### config.mk
export PLATFORM = sky130hd
export DESIGN_NAME = sipo_deserializer
export DESIGN_NICKNAME = d
export VERILOG_FILES = /design/src/rtl/sipo_deserializer.sv
export SDC_FILE = /design/constraint.sdc
export NUM_CORES = 1
export LEC_CHECK = 0
export ABC_CLOCK_PERIOD_IN_PS = 3300
export BUFFER_PORTS_ARGS = -buffer_cell sky130_fd_sc_hd__buf_2
export CORE_MARGIN = 1.5
export CORE_UTILIZATION = 30
export DETAILED_ROUTE_END_ITERATION = 8
export SLEW_MARGIN = 0
export SYNTH_ARGS = -nofsm -noshare
export SYNTH_HDL_FRONTEND = slang
export SYNTH_SLANG_ARGS = --single-unit
### constraint.sdc
create_clock -name clk -period 3.3 [get_ports clk]
set_clock_uncertainty 0.15 [all_clocks]
set_input_delay 0.66 -clock clk [delete_from_list [all_inputs] [get_ports clk]]
set_output_delay 0.66 -clock clk [all_outputs]
set_load 0.05 [all_outputs]
### src/rtl/sipo_deserializer.sv
// Serial-in/parallel-out deserializer: packs a serial bit stream into WIDTH-bit
// words and presents them on a valid/ready output backed by a one-word buffer.
module sipo_deserializer #(
    parameter int   WIDTH     = 4,
    parameter bit   MSB_FIRST = 1'b1,
    localparam int  CW        = $clog2(WIDTH + 1)
) (
    input  logic             clk,
    input  logic             rst,
    input  logic             clr,
    input  logic             sin,
    input  logic             sin_valid,
    output logic             sin_ready,
    output logic [WIDTH-1:0] pout,
    output logic             pout_valid,
    input  logic             pout_ready,
    output logic [CW-1:0]    bit_cnt
);

    localparam logic [CW-1:0] LAST_BIT = CW'(WIDTH - 1);

    logic [WIDTH-1:0] sreg_q, sreg_d;
    logic [WIDTH-1:0] pout_q, pout_d;
    logic             pvalid_q, pvalid_d;
    logic [CW-1:0]    cnt_q, cnt_d;

    logic [WIDTH-1:0] shifted;
    logic             accept;
    logic             complete;
    logic             consume;

    // The completing bit may only enter when the buffer is empty or drains now.
    assign sin_ready = !rst && !clr && !(cnt_q == LAST_BIT && pvalid_q && !pout_ready);

    assign accept   = sin_valid && sin_ready;
    assign complete = accept && (cnt_q == LAST_BIT);
    assign consume  = pvalid_q && pout_ready;

    generate
        if (MSB_FIRST) begin : g_msb_first
            assign shifted = {sreg_q[WIDTH-2:0], sin};
        end else begin : g_lsb_first
            assign shifted = {sin, sreg_q[WIDTH-1:1]};
        end
    endgenerate

    always_comb begin
        sreg_d   = sreg_q;
        pout_d   = pout_q;
        pvalid_d = pvalid_q;
        cnt_d    = cnt_q;

        if (clr) begin
            sreg_d   = '0;
            cnt_d    = '0;
            pvalid_d = 1'b0;
        end else begin
            if (consume && !complete) begin
                pvalid_d = 1'b0;
            end
            if (complete) begin
                pout_d   = shifted;
                pvalid_d = 1'b1;
                sreg_d   = '0;
                cnt_d    = '0;
            end else if (accept) begin
                sreg_d = shifted;
                cnt_d  = cnt_q + CW'(1);
            end
        end
    end

    always_ff @(posedge clk or posedge rst) begin
        if (rst) begin
            sreg_q   <= '0;
            pout_q   <= '0;
            pvalid_q <= 1'b0;
            cnt_q    <= '0;
        end else begin
            sreg_q   <= sreg_d;
            pout_q   <= pout_d;
            pvalid_q <= pvalid_d;
            cnt_q    <= cnt_d;
        end
    end

    assign pout       = pout_q;
    assign pout_valid = pvalid_q;
    assign bit_cnt    = cnt_q;

endmodule
Yosys cells after proc, flatten, opt, wreduce, memory -nomap -nowiden
Cells that the tools add are included.

cells by class
  $mul = 0
  add/subtract/negate cells = 1
  reductions and logical operators = 16
  divide/modulo/power cells = 0
  eq/ne operators = 1
  shift-type cells = 0
  $lt $le $gt $ge = 0
  mux-type cells = 9
  bitwise gates (word level) = 1

operators with widths
  operator                                             count
  2-to-1 mux 3 bit                                     6
  logical AND 1 bit                                    8
  nonzero test 3 bit                                   2
  zero test 1 bit                                      5
  adder 3 x 1 -> 3 bit, second input constant          1
  equality test 3 x 2 -> 1 bit, second input constant  1
  2-to-1 mux 1 bit                                     3
  AND reduction 2 bit                                  1
  NOT 1 bit                                            1

word-level totals
  output and inout port bits = 9
  memory bits (read-only) = 0
  bits of input ports = 6
  memories kept = 0
  latch bits = 0
  register bits after elaboration = 11
  memory bits (writable) = 0

Logic depth before layout (Yosys ltp)
  depth in word-level cells = 12
  depth in mapped cells = 4
  gate-level depth less buffers = 4

Least setup slack after synthesis
No wires, ideal clock.

  kind = reg-to-output
  from = register cnt_q[0] (netlist: bit_cnt[0])
  to = output sin_ready
  buffers on the path = 0
  data required time = 2.490 ns
  stages on the path, launching flop included = 4
  slack = 0.344 ns
  arrival = 2.146 ns
  cells stage by stage = dfrtp_1 -> ha_1 -> and4bb_2 -> nor3_1

on the way
  word-level cells in the longest chain between the ends = 5

ends and longest elaborated chain
  what                             line  RTL
  start, declared                  25    logic [CW-1:0] cnt_q, cnt_d;
  start signal, assigned           83    cnt_q <= cnt_d;
  equality test 3 x 2 -> 1 bit     33    assign sin_ready = !rst && !clr && !(cnt_q == LAST_BIT && pvalid_q && !pout_ready);
  logical AND 1 bit (2 in series)  33
  zero test 1 bit                  33
  logical AND 1 bit                33
  end, declared                    13    output logic sin_ready,

No other way between the ends.

Worst setup path after layout
Same ends and word-level chain as after synthesis.

==> flow_summary_export.csv <==
group,metric,value,unit
outcome,run_status,"completed",
timing,timing.final.ws_setup,0.8967,ns
die,boundary_pin_count,15,
routing,detail_route.first_pass.iterations,4,
setup_path,regToRegEndpoint,"pout[1]",
yosys,netlist_instances,43,
setup_path,cp_cell_sequence,"ha_1, and4bb_2, nor3_1, buf_2",
timing,finalHoldWorstSlack,0.2674,ns
yosys,syn-mean-instance-area,12.80,µm²
yosys,synth_top_area_frac,0.5000,
global_route,grt_max_degree,15,
timing,report.final.hold_viol_count,0,
place,globalplace.congestion,0.7245,
timing,rsz0062_at_grt,"false",
yosys,muxShareOfSynthArea,0.1091,
job,max-cap-violations,0,
yosys,yosys_register_bits,11,
power_and_ir_drop,pwr_density_cell,380.3,nW/µm²
die,starting_utilization_of_the_core_area,0.3188,
clock_network,postCtsResizedCells,0,
setup_path,required,2.49,ns
global_route,via_count_of_the_first_global_routing_pass,353,
routing,drt_iter0_markers,5,
setup_path,slowest_stage,"dfrtp_1",
setup_path,slowest_delay,0.42,ns
clock_network,cell_chosen_for_the_clock_root,"clkbuf_4",
clock_network,cts_h_tree_depth,1,
timing,finalSetupViolCount,0,
die,die_h,45.84,µm
clock_network,clock-sinks,11,
setup_path,critical_path_maximum_fanout,4,
die,placement_rows,15,
timing,max_clock_freq,0.4161,GHz
cells_and_area,final_cells,85,
die,floorplan.core_area,1727,µm²
routing,drc_errors,0,
yosys,post_synth_most_frequent_cells,"dfrtp_1 (11), nand2b_1 (7), o21ai_0 (5)",
routing,routed_wire_length_per_instance,12.95,µm
clock_network,cts_max_path_buffers,2,
power_and_ir_drop,ir_drop,0.1378,mV
yosys,proportion_of_synthesized_chip_area_in_sequential_cells,0.5000,
die,dieArea,2101,µm²
power_and_ir_drop,p_clk_frac,0.366,
setup_path,crit_path_end_kind,"output port",
setup_path,reg2reg_depth,4,
timing,timing_max_transition_violations_final,0,
yosys,mapped_area,550.5,µm²
yosys,synth.most_common_cell,"dfrtp_1",
clock_network,cts_tree,"done",
timing,minimum_clock_period,2.403,ns
clock_network,cts_inserted_buffers,3,
global_route,grtUsageTotal,0.1195,
setup_path,setup_crit_start_kind,"flop",
yosys,adder_and_majority_cell_fraction_of_the_synthesized_area,0.02273,
yosys,synth_enable_flop_cells,0,
power_and_ir_drop,p_leak,0.3447,nW
cells_and_area,final_cell_area,674.4,µm²
global_route,grt_first_pass_wirelength,1.718,mm
yosys,ys_dominant_reg_cell,"dfrtp_1",
yosys,synth_cell_types,17,
cells_and_area,antenna_cells,0,
power_and_ir_drop,switching_share,0.2529,
yosys,synth_top_family_by_area,"simple AND/OR/NAND/NOR gates",
min_path,min-delay-path-class,"primary input to asynchronous set/reset pin",
timing,finalSetupTns,0,ns
clock_network,worst_skew_pair.late_latency,0.27,ns
routing,routed_wl,1.101,mm
power_and_ir_drop,design_power_total,256.5,µW
cells_and_area,fin_nets,68,
routing,detailroute.via_count,390,
yosys,synth.net_count,50,
yosys,synth.area.top_cells,"dfrtp_1 (50%), mux2_4 (11%), nand2b_1 (8.0%)",
yosys,synth_simple_gate_area_share,0.2886,
cells_and_area,syn2layout_area_growth,22.50,%
power_and_ir_drop,comb_power_share,0.097,
yosys,synthesis.yosys.warnings,0,
place,numPlacedInstances,81,
timing,timing.final.crit_share,0.7283,
timing,timing.max_slew.rel_slack,0.7130,
power_and_ir_drop,cell_internal_pwr,191.6,µW
yosys,synth_compound_area_frac,0.06591,
cells_and_area,post-route-util,0.3906,
place,place_area,648.1,µm²
cells_and_area,final.fill_count,192,
routing,drt-vias-per-instance,4.588,
global_route,antenna_found_initial,0,
clock_network,worst_setup_hold_path_clk_slew,0.07,ns
setup_path,crit_type,"flop to output port",
routing,post_route_antenna_net_violation_count,0,
yosys,synth.largest_area_cell,"dfrtp_1",
global_route,grt_overflow,0,
power_and_ir_drop,power.share.sequential,0.537,
setup_path,cp_data_arrival_time,1.59,ns
cells_and_area,final_layout_size_suffix_gt1_frac,0.4167,
die,die_width,45.84,µm
power_and_ir_drop,switchingPower,64.86,µW
setup_path,worst-r2r-setup-slack,1.62,ns
place,io_buffer_count,14,
yosys,yosys.area_share.xor_xnor,0,
timing,timing_worst_slew_pin_value,0.4300,ns
clock_network,ctsHoldBuffers,0,
yosys,ys_async_sr_fraction,1.000,
place,detailed_place_hpwl,763.7,µm
setup_path,critical_path.reg2reg.startpoint,"bit_cnt[0]",
place,detailedPlace.worstSlack,1.093,ns
clock_network,post-cts-setup-buffers,0,
## how the worst max path moves through the flow
| stage | start | to | slack (ns) |
|---|---|---|---|
| floorplan | bit_cnt[0] | sin_ready | 0.34 |
| detailed placement | pout_ready | sin_ready | 1.09 |
| finish | bit_cnt[0] | sin_ready | 0.90 |
| CTS | bit_cnt[0] | sin_ready | 0.88 |
| global route | bit_cnt[0] | sin_ready | 0.82 |
| global placement | pout_ready | sin_ready | 1.13 |
## cell type report
type	count	area (µm²)	area share
multi-input combinational	30	267.8	0.3970
tap	25	31.28	0.04638
clock buffer	4	26.28	0.03896
timing repair buffer	14	70.07	0.1039
inverter	1	3.754	0.005566
sequential	11	275.3	0.4082
## worst max-delay path: cells and delay by family (launching register included)
family / cells / cell delay (ns)
fa+ha+maj: 1 / 0.25
buf+inv: 1 / 0.29
flops: 1 / 0.42
simple gates: 2 / 0.37
## power by group through the flow
stage | Clock [mW] | Sequential (mW) | Combinational (mW)
after CTS | 0.0981 | 0.138 | 0.0253
after global routing | 0.105 | 0.138 | 0.0269
after floorplan | 0 | 0.144 | 0.0127
after detailed placement | 0 | 0.140 | 0.0253
final | 0.0938 | 0.138 | 0.0250
after global placement | 0 | 0.140 | 0.0254
## registers in the layout (all words and copies together) (netlist names)
register / cells
pout: 4
bit_cnt: 3
sreg_q: 3
pout_valid: 1
## metal layers
metal	wire [µm]	share of wire	global-route usage
met1	556	0.50	0.1671
met2	471	0.43	0.1521
met3	54	0.049	0.02381
met4	18	0.016	0.1029
met5	0	0	0
## cells in the final DEF, fill, tap and decap left out
| cell type | n |
|---|---|
| nand2b_1 | 7 |
| o22ai_1 | 1 |
| or2b_1 | 1 |
| mux2_4 | 4 |
| clkbuf_4 | 3 |
| and2b_2 | 1 |
| and4bb_2 | 1 |
| dfrtp_1 | 11 |
| nor3_1 | 1 |
| clkbuf_1 | 1 |
| ha_1 | 1 |
| nand4b_1 | 4 |
| o21ai_0 | 5 |
| buf_2 | 14 |
| a21oi_1 | 1 |
| nand3b_4 | 1 |
| nand3b_1 | 1 |
| inv_1 | 1 |
| nor3b_4 | 1 |
## logic make-up (layout without fill, tap and decap cells)
kind of cell	after synthesis	after routing
compound gates	7	7
buf+inv	2	19
fa+ha+maj	1	1
flops	11	11
simple gates	18	18
mux	4	4
No activity file was read; power rests on OpenSTA's default activity.
